<file path="config.mk">
export PLATFORM = sky130hd
export DESIGN_NAME = fifo_to_axis
export DESIGN_NICKNAME = d
export VERILOG_FILES = /design/src/rtl/nf10_sram_fifo_pkg.sv /design/src/rtl/fifo_to_axis_out_buf.sv /design/src/rtl/fifo_to_axis.sv
export SDC_FILE = /design/constraint.sdc
export NUM_CORES = 1
export LEC_CHECK = 0
export CAP_MARGIN = 15
export CORE_AREA = 4 4 301 303
export DETAILED_ROUTE_END_ITERATION = 6
export DIE_AREA = 0 0 305 307
export PLACE_DENSITY = 0.48
export SYNTH_ARGS = -nofsm -noshare
export SYNTH_HDL_FRONTEND = slang
export SYNTH_SLANG_ARGS = --single-unit
</file>
<file path="constraint.sdc">
create_clock -name clk -period 3 [get_ports clk]
set_input_delay 0.45 -clock clk [delete_from_list [all_inputs] [get_ports clk]]
set_output_delay 0.45 -clock clk [all_outputs]
set_load 0.005 [all_outputs]
</file>
<file path="src/rtl/nf10_sram_fifo_pkg.sv">
// Shared definitions for the SRAM FIFO read path: FIFO word width and tuser port-field offsets.
package nf10_sram_fifo_pkg;

    localparam int SRC_PORT_LSB = 16;
    localparam int DST_PORT_LSB = 24;

    typedef enum logic [1:0] {
        OCC_EMPTY = 2'd0,
        OCC_ONE   = 2'd1,
        OCC_FULL  = 2'd2
    } occ_e;

    // One FIFO word is {tdata, tlast}.
    function automatic int fifo_word_width(input int tdata_bytes);
        return 8 * tdata_bytes + 1;
    endfunction

endpackage

</file>
<file path="src/rtl/fifo_to_axis_out_buf.sv">
// axis_out_buf: 2-entry skid buffer between the FIFO read data and the AXI-S output.
// Entry 0 is always the head; upstream guarantees no push while full without a pop.
module axis_out_buf
    import nf10_sram_fifo_pkg::*;
#(
    parameter int W = 257
) (
    input  logic         clk,
    input  logic         reset,
    input  logic         push_i,
    input  logic [W-1:0] push_data_i,
    input  logic         pop_i,
    output occ_e         occ_o,
    output logic [W-1:0] head_o
);

    logic [W-1:0] ent0_q, ent0_d;
    logic [W-1:0] ent1_q, ent1_d;
    occ_e         occ_q, occ_d;

    always_comb begin
        ent0_d = ent0_q;
        ent1_d = ent1_q;
        occ_d  = occ_q;
        if (push_i && pop_i) begin
            if (occ_q == OCC_FULL) begin
                ent0_d = ent1_q;
                ent1_d = push_data_i;
            end else begin
                ent0_d = push_data_i;
                occ_d  = OCC_ONE;
            end
        end else if (push_i) begin
            if (occ_q == OCC_EMPTY) begin
                ent0_d = push_data_i;
                occ_d  = OCC_ONE;
            end else if (occ_q == OCC_ONE) begin
                ent1_d = push_data_i;
                occ_d  = OCC_FULL;
            end
        end else if (pop_i) begin
            ent0_d = ent1_q;
            occ_d  = (occ_q == OCC_FULL) ? OCC_ONE : OCC_EMPTY;
        end
    end

    always_ff @(posedge clk) begin
        if (reset) begin
            ent0_q <= '0;
            ent1_q <= '0;
            occ_q  <= OCC_EMPTY;
        end else begin
            ent0_q <= ent0_d;
            ent1_q <= ent1_d;
            occ_q  <= occ_d;
        end
    end

    assign occ_o  = occ_q;
    assign head_o = ent0_q;

endmodule

</file>
<file path="src/rtl/fifo_to_axis.sv">
// fifo_to_axis: pops {tdata,tlast} words from the SRAM FIFO read port and drives an AXI4-Stream master.
// Optional packet counter enabled by defining FIFO_TO_AXIS_PKT_CNT_EN.
module fifo_to_axis
    import nf10_sram_fifo_pkg::*;
#(
    parameter int         TDATA_WIDTH = 32,
    parameter int         TUSER_WIDTH = 128,
    parameter int         TID_WIDTH   = 4,
    parameter int         TDEST_WIDTH = 4,
    parameter logic [7:0] DST_PORT    = 8'h01,
    parameter logic [7:0] SRC_PORT    = 8'h00
) (
    input  logic                       clk,
    input  logic                       reset,
    input  logic                       cal_done,
    input  logic                       rempty,
    output logic                       rinc,
    input  logic                       din_valid,
    input  logic [8*TDATA_WIDTH:0]     din,
    output logic                       tvalid,
    input  logic                       tready,
    output logic [8*TDATA_WIDTH-1:0]   tdata,
    output logic [TDATA_WIDTH-1:0]     tstrb,
    output logic [TDATA_WIDTH-1:0]     tkeep,
    output logic                       tlast,
    output logic [TID_WIDTH-1:0]       tid,
    output logic [TDEST_WIDTH-1:0]     tdest,
    output logic [TUSER_WIDTH-1:0]     tuser,
    output logic                       output_inc,
    output logic [31:0]                output_fifo_cnt,
    output logic [31:0]                output_pkt_cnt,
    output logic                       rd_err
);

    localparam int WW = fifo_word_width(TDATA_WIDTH);
    localparam logic [TUSER_WIDTH-1:0] TUSER_C =
        (TUSER_WIDTH'(DST_PORT) << DST_PORT_LSB) | (TUSER_WIDTH'(SRC_PORT) << SRC_PORT_LSB);

    logic [WW-1:0] head;
    occ_e          occ;
    logic          push;
    logic          pop;
    logic [2:0]    lvl;
    logic          infl_q, infl_d;
    logic          rd_err_q, rd_err_d;
    logic [31:0]   fifo_cnt_q;
    logic [31:0]   fifo_cnt_d;

    axis_out_buf #(
        .W (WW)
    ) u_buf (
        .clk         (clk),
        .reset       (reset),
        .push_i      (push),
        .push_data_i (din),
        .pop_i       (pop),
        .occ_o       (occ),
        .head_o      (head)
    );

    assign tvalid = (occ != OCC_EMPTY);
    assign pop    = tvalid & tready & ~reset;
    // A word returning while nothing is outstanding (e.g. requested before reset) is dropped.
    assign push   = din_valid & infl_q & ~reset;

    // Buffered plus in-flight words must never exceed the two buffer slots.
    assign lvl  = {1'b0, occ} + {2'b00, infl_q};
    assign rinc = ~reset & cal_done & ~rempty & ((lvl < 3'd2) | ((lvl == 3'd2) & pop));

    assign infl_d     = rinc;
    assign rd_err_d   = rd_err_q | (din_valid & ~infl_q);
    assign fifo_cnt_d = fifo_cnt_q + {31'b0, pop};

    always_ff @(posedge clk) begin
        if (reset) begin
            infl_q     <= 1'b0;
            rd_err_q   <= 1'b0;
            fifo_cnt_q <= '0;
        end else begin
            infl_q     <= infl_d;
            rd_err_q   <= rd_err_d;
            fifo_cnt_q <= fifo_cnt_d;
        end
    end

`ifdef FIFO_TO_AXIS_PKT_CNT_EN
    logic [31:0] pkt_cnt_q;
    logic [31:0] pkt_cnt_d;

    assign pkt_cnt_d = pkt_cnt_q + {31'b0, pop & head[0]};

    always_ff @(posedge clk) begin
        if (reset) begin
            pkt_cnt_q <= '0;
        end else begin
            pkt_cnt_q <= pkt_cnt_d;
        end
    end

    assign output_pkt_cnt = pkt_cnt_q;
`else
    assign output_pkt_cnt = 32'b0;
`endif

    assign tdata           = head[WW-1:1];
    assign tlast           = head[0];
    assign tstrb           = '1;
    assign tkeep           = '1;
    assign tid             = '0;
    assign tdest           = '0;
    assign tuser           = TUSER_C;
    assign output_inc      = pop;
    assign output_fifo_cnt = fifo_cnt_q;
    assign rd_err          = rd_err_q;

endmodule

</file>
==> key figures, run 1 <==
Worst setup path
  • Slowest CP cell: dfxtp_2
  • Critical path peak fanout: 10
  • Largest delay contributor family on the critical path: simple AND/OR/NAND/NOR gates
  • Critical path arrival: 2.32 ns
  • Critical Path RT: 2.55 ns
  • Worst setup EP type: primary output
  • Crit start category: flip-flop
  • CP peak stage delay: 0.36 ns
  • R2R depth: 9
  • Buf/Inv on CP: 2
  • Critical path depth: 6
  • Worst-path cell chain: or2_2 > and3b_1 > buf_4 > a31oi_1 > nor4b_2 > dlygate4sd2_1
  • Crit Path Class: flip-flop to primary output

Layout
  • # fillers: 9,115
  • FF+latch area: 11,000 um2
  • Final net count: 3,455
  • Share of layout cells above drive strength 1: 0.0578
  • Multi-input gate area: 10,600 um2
  • Synth-to-Final Area Change: 36.5%

Synthesis
  • Cell taking the most area after synthesis: dfxtp_1
  • Yosys warning count: 0
  • Cell count after synthesis: 2,701
  • Top-count cell post-synth: dfxtp_1
  • Count of cell types in the netlist: 40
  • #FFs+latches synth: 550
  • Register area share after synthesis: 0.472
  • Top-area cell type share of the netlist area: 0.472
  • Post-synth EDFFs: 0
  • Synth cell count leaders: dfxtp_1, nand2_1, a21oi_1
  • Async SR Flop Fraction: 0
  • Post-synthesis cell area: 23,300 um2
  • Top FF cell, synth: dfxtp_1
  • Syn avg cell area: 8.64 um2
  • Top cells by area, synth: dfxtp_1, mux2i_1, nand2_1

Floorplan
  • Starting Density: 0.265
  • Die height: 307 um
  • IO Pins: 788
  • # rows: 109
  • Die area: 93,600 um2
  • Area of the core: 88,000 um2
  • Die X: 305 um

Routing
  • Via Count: 19.0k
  • # DRC: 0
  • Vias/cell: 4.32
  • Routed len/inst: 16.5 um
  • Drt total wl: 72.6 mm
  • 1st-iter DRT viols: 852
  • Final ANT Viol Nets: 0
  • Pre-Repair DR Iteration Count: 5

Power
  • VDD IR max: 0.329 mV
  • P per Cell Area: 537 nW/um2
  • Static Leak: 10.1 nW
  • Power Total: 17.1 mW

Global route
  • GRT met2 Usage: 0.243
  • Total Routing Usage GR: 0.146
  • GRT met1 Usage: 0.179
  • Pin count of the biggest net entering global routing: 179
  • Vias in the first global route: 17.8k
  • GR Layer Usage met3: 0.0470
  • First-pass GRT wire length: 109 mm
  • Antenna violations before repair: 13
  • Gr ovfl total: 0
  • GR peak layer: met2

STA
  • Measured slew at the worst slew-check pin: 1.02 ns
  • Fin Hold WS: 0.424 ns
  • Clock Skews: 0.0306 ns
  • Final Hold Fails: 0
  • Unrepaired setup endpoints after global routing: false
  • Final slew viol count: 0
  • Worst Slack Setup Final: 0.234 ns
  • Period utilization: 0.922
  • Achievable Freq: 362 MHz
  • Minimum clock period: 2.77 ns
  • Final setup viols: 0
  • Rel. slew slack: 0.321

Clock network
  • CTS sink cnt: 550
  • Worst-skew pair later-pin latency: 0.60 ns
  • Num CTS Buffers: 69
  • Post-CTS setup buffer count: 0
  • # hold bufs at CTS: 0
  • Clock-pin slew on the worst setup and hold paths: 0.06 ns
  • H-tree Lvls: 3
  • Clock Path Buffers: 3
  • Root Driver: clkbuf_16
  • CTS tree: done

Job
  • # Max-Cap Violations: 0

Worst hold path
  • Worst hold path type: primary input to flip-flop
  • Worst Hold Path Cells: 3

Placed design
  • Final HPWL DP: 49.9 mm
  • GPL Wtd Cong: 0.748
  • Worst slack at placement: -0.00520 ns
  • IO buf count: 555

Status
  • Status: complete, no violations
[sequential cells by signal, summed over array words and instances (netlist names)]
name and flops:
u_buf.ent1_q 257, u_buf.head_o 257, output_fifo_cnt 32, u_buf.occ_o 2, infl_q 1, rd_err 1
[layout make-up]
cell class	count	area share
Antenna cell	7	0.000550
Clock buffer	101	0.0646
Clock inverter	17	0.00797
Inverter	7	0.000825
Multi-Input combinational cell	1932	0.333
Sequential cell	550	0.346
Tap cell	1165	0.0457
Timing Repair Buffer	626	0.202
[metal layers]
layer | vias up | part of all wire | routed length (um)
met3 | 105 | 0.079 | 5730
li1 | 9745 | - | -
met4 | 6 | 0.021 | 1540
met2 | 522 | 0.48 | 34800
met1 | 8663 | 0.42 | 30500
met5 | - | 0.00052 | 38
[power by group]
group | switching (mW) | internal, mW | total [mW]
Clock | 3.28 | 5.18 | 8.46
Combinational | 0.547 | 0.625 | 1.17
Sequential | 0.0630 | 7.41 | 7.48
[stage by stage]
stage	cells	area [um2]	util	setup TNS [ns]
finish	4405	31900	0.362	0
global route	4402	31900	0.362	0
CTS	4398	31800	0.362	0
floorplan	2931	24200	-	0
detailed placement	4280	29500	0.336	-0.00973
global placement	4280	29500	0.336	-0.172
[placed cells by master, fill, tap and decap left out, types with 4 or more instances in the layout]
master / n
a211oi_1: 257
a21oi_1: 278
buf_12: 28
buf_4: 43
bufinv_16: 5
clkbuf_1: 12
clkbuf_16: 70
clkbuf_8: 19
clkdlybuf4s50_1: 553
clkinv_2: 6
conb_1: 232
dfxtp_1: 549
diode_2: 7
ha_1: 6
inv_1: 7
mux2i_1: 257
nand2_1: 527
nand3_1: 11
nor2_1: 271
nor3_1: 4
o21ai_0: 14
o31ai_1: 9
or3_1: 12
or4_1: 12
xnor2_1: 8
[kinds of logic after synthesis]
| logic type | after synthesis | synth area share |
|---|---|---|
| compound gates | 564 | 0.150 |
| xor+xnor | 10 | 0.00375 |
| fa+ha+maj | 6 | 0.00322 |
| buf+inv | 449 | 0.113 |
| flops | 550 | 0.472 |
| mux | 257 | 0.110 |
| other cells | 2 | 0.000322 |
| simple gates | 863 | 0.148 |
[final timing paths]
kind	start	endpoint	slack, ns
hold / removal	din[159]	u_buf.ent1_q[159]$_SDFFE_PP0P_	0.42
setup / recovery	u_buf.occ_o[0]$_SDFFE_PP0P_	rinc	0.23
setup reg to reg	u_buf.occ_o[0]$_SDFFE_PP0P_	output_fifo_cnt[28]$_SDFF_PP0_	0.39
hold reg to reg	u_buf.ent1_q[226]$_SDFFE_PP0P_	u_buf.ent1_q[226]$_SDFFE_PP0P_	0.45
[tightest hold or removal path: cells and delay by family]
family | cells | cell delay, ns
compound gates | 1 | 0.05
simple gates | 1 | 0.06
buf+inv | 1 | 0.42
[what timing repair did]
item                                   4_1_cts  5_1_grt
resized for setup                            3        0
endpoints found under the hold margin        0        0
setup endpoints to repair                    1        0
No activity file was read; power rests on OpenSTA's default activity.
==> inputs of run 2 (changes only) <==
--- a/config.mk
+++ b/config.mk
@@ -10,6 +10,8 @@
 export DETAILED_ROUTE_END_ITERATION = 6
 export DIE_AREA = 0 0 305 307
 export PLACE_DENSITY = 0.48
+export SKIP_CTS_REPAIR_TIMING = 1
+export SLEW_MARGIN = 0
 export SYNTH_ARGS = -nofsm -noshare
 export SYNTH_HDL_FRONTEND = slang
 export SYNTH_SLANG_ARGS = --single-unit
==> constraint.sdc (replaced) <==
create_clock -name clk -period 3.35 [get_ports clk]
set_input_delay 0.5025 -clock clk [delete_from_list [all_inputs] [get_ports clk]]
set_output_delay 0.5025 -clock clk [all_outputs]
set_load 0.005 [all_outputs]
==> run 2 against run 1 <==
Net effect:
- first-iteration DRC count is 1.1% lower
- sequential share of layout area is 0.17 points higher
- clock-buffer cell count stayed put
- non-clock buffer count is 22 lower
- cell count is 0.36% lower
- die area stayed put
- clock skew is 0.0080 ns higher
- critical path type unchanged
- largest cell class unchanged
- highest routed layer unchanged
- clock power is 10% lower
- wire length is 0.32% higher
==> key figures, run 2 (synthesis results as in run 1) <==
STA
  • Unrepaired setup endpoints after global routing: false (unchanged)
  • Final Hold Fails: 0 (unchanged)
  • Clock Skews: 0.0386 ns (was 0.0306 ns)
  • Rel. slew slack: 0.391 (was 0.321)
  • Period utilization: 0.951
  • Worst Slack Setup Final: 0.163 ns (was 0.234 ns)
  • Achievable Freq: 314 MHz
  • Final TNS setup: 0 ns (unchanged)
  • Minimum clock period: 3.19 ns
  • Final setup viols: 0 (unchanged)
  • Measured slew at the worst slew-check pin: 0.913 ns (was 1.02 ns)
  • Final slew viol count: 0 (unchanged)

Worst hold path
  • Worst hold path type: primary input to flip-flop (unchanged)

Layout
  • Synth-to-Final Area Change: 35.8% (was 36.5%)
  • Finished Core Util: 0.360 (was 0.362)
  • Commonest non-fill, non-tap cell in the layout: clkdlybuf4s50_1 (unchanged)
  • Final net count: 3,433 (was 3,455)
  • Share of layout cells above drive strength 1: 0.0519 (was 0.0578)
  • FF+latch area: 11,000 um2 (unchanged)
  • Most frequent cells in the layout: clkdlybuf4s50_1, dfxtp_1, nand2_1 (unchanged)
  • Multi-input gate area: 10,600 um2 (about the same)
  • # fillers: 9,019 (was 9,115)

Global route
  • Antenna violations before repair: 8 (was 13)
  • Total Routing Usage GR: 0.146 (about the same)
  • GRT met1 Usage: 0.182 (was 0.179)
  • Pin count of the biggest net entering global routing: 186 (was 179)
  • Gr ovfl total: 0 (unchanged)
  • GR peak layer: met2 (unchanged)
  • First-pass GRT wire length: 109 mm (about the same)
  • GR Layer Usage met3: 0.0468 (was 0.0470)
  • Vias in the first global route: 17.7k (was 17.8k)
  • GRT met2 Usage: 0.241 (was 0.243)

Worst setup path
  • Slowest CP cell: clkdlybuf4s50_1 (was dfxtp_2)
  • Worst setup EP type: primary output (unchanged)
  • Crit start category: flip-flop (unchanged)
  • Crit Path Class: flip-flop to primary output (unchanged)
  • Critical path arrival: 2.68 ns (was 2.32 ns)
  • Critical Path RT: 2.85 ns (was 2.55 ns)
  • CP peak stage delay: 0.63 ns (was 0.36 ns)
  • Critical path peak fanout: 10 (unchanged)
  • Worst-path cell chain: or2_2 > and3b_1 > buf_4 > a31oi_1 > nor4b_1 > clkdlybuf4s50_1 (was or2_2 > and3b_1 > buf_4 > a31oi_1 > nor4b_2 > dlygate4sd2_1)

Floorplan
  • Area of the core: 88,000 um2 (unchanged)
  • Die height: 307 um (unchanged)
  • Die area: 93,600 um2 (unchanged)
  • # rows: 109 (unchanged)
  • Die X: 305 um (unchanged)
  • IO Pins: 788 (unchanged)
  • Starting Density: 0.265 (unchanged)

Power
  • Switching share of power: 0.234 (was 0.227)
  • Reg power frac: 0.436 (was 0.437)
  • Internal power: 11.7 mW (was 13.2 mW)
  • Clock network power share: 0.495 (was 0.494)
  • VDD IR max: 0.428 mV (was 0.329 mV)
  • Switch Pwr: 3.59 mW (was 3.89 mW)
  • P per Cell Area: 484 nW/um2 (was 537 nW/um2)
  • Static Leak: 10.0 nW (was 10.1 nW)
  • Gate power share: 0.068 (was 0.069)
  • Power Total: 15.3 mW (was 17.1 mW)

Status
  • Status: complete, no violations (unchanged)

Routing
  • # DRC: 0 (unchanged)
  • Via Count: 19.0k (about the same)
  • Pre-Repair DR Iteration Count: 5 (unchanged)
  • Drt total wl: 72.8 mm (was 72.6 mm)
  • Routed len/inst: 16.6 um (was 16.5 um)
  • Vias/cell: 4.33 (was 4.32)
  • Final ANT Viol Nets: 0 (unchanged)
  • 1st-iter DRT viols: 843 (was 852)

Clock network
  • CTS sink cnt: 550 (unchanged)
  • Root Driver: clkbuf_16 (unchanged)
  • Clock-pin slew on the worst setup and hold paths: 0.06 ns (about the same)
  • Num CTS Buffers: 69 (unchanged)
  • CTS tree: done (unchanged)
  • Clock Path Buffers: 3 (unchanged)
  • H-tree Lvls: 3 (unchanged)
  • Worst-skew pair later-pin latency: 0.60 ns (about the same)

Placed design
  • Worst slack at placement: 0.129 ns (was -0.00520 ns)
  • IO buf count: 555 (unchanged)
  • Final HPWL DP: 48.8 mm (was 49.9 mm)
  • GPL Wtd Cong: 0.734 (was 0.748)

Job
  • # Max-Cap Violations: 0 (unchanged)
-- run 2: cell types whose count changed in the layout (fill, tap and decap cells not counted), sizes merged --
cell	previous run	this run
buf	72	50
clkdlybuf4s50	553	554
bufinv	5	4
clkinvlp	1	2
clkinv	10	15
inv	8	9
dlygate4sd2	1	0
-- run 2: final timing paths --
check / startpoint / end / slack, ns / cells past startpoint
worst max register to register: u_buf.occ_o[0]$_SDFFE_PP0P_ / output_fifo_cnt[18]$_SDFF_PP0_ / 0.48 / 9
worst min-delay path: reset / rd_err$_SDFF_PP0_ / 0.41 / 3
worst max-delay path: u_buf.occ_o[0]$_SDFFE_PP0P_ / rinc / 0.16 / 6
worst min register to register: u_buf.ent1_q[189]$_SDFFE_PP0P_ / u_buf.ent1_q[189]$_SDFFE_PP0P_ / 0.45 / 2
-- run 2: power groups by stage --
stage	Combinational (mW)	Clock [mW]	Sequential [mW]
2_1_floorplan	0.568	0	6.83
3_3_place_gp	1.06	0	6.83
3_5_place_dp	1.05	0	6.84
4_1_cts	1.05	7.90	6.69
5_1_grt	1.14	8.13	6.70
6_report	1.05	7.60	6.69
-- run 2: per-layer routing --
layer,part of all wire,vias to the layer above
met2,0.48,494
met3,0.075,91
met5,0.00016,-
met4,0.023,2
li1,-,9716
met1,0.42,8703
-- run 2: metrics by stage --
| step | instances | instance area [um2] | hold slack (ns) |
|---|---|---|---|
| after global placement | 4258 | 29400 | 0.441 |
| after CTS | 4382 | 31700 | 0.416 |
| final | 4389 | 31700 | 0.412 |
| after floorplan | 2931 | 24200 | 0.436 |
| after global routing | 4385 | 31700 | 0.427 |
| after detailed placement | 4258 | 29400 | 0.446 |
-- run 2: worst max-delay path, delay by kind of cell, from the launching register on --
kind                   cells  cell delay [ns]
flip-flops                 1             0.46
AO/OA/AOI/OAI              1             0.13
buffers and inverters      2             0.79
AND/OR/NAND/NOR            3             0.73
-- run 2: cell type report --
cell class,instances,area share
inverters,7,0.000829
clock inverters,23,0.00971
well taps,1165,0.0460
clock buffers,101,0.0640
diodes,7,0.000552
repair buffers,604,0.198
multi-input cells,1932,0.334
flip-flops and latches,550,0.347
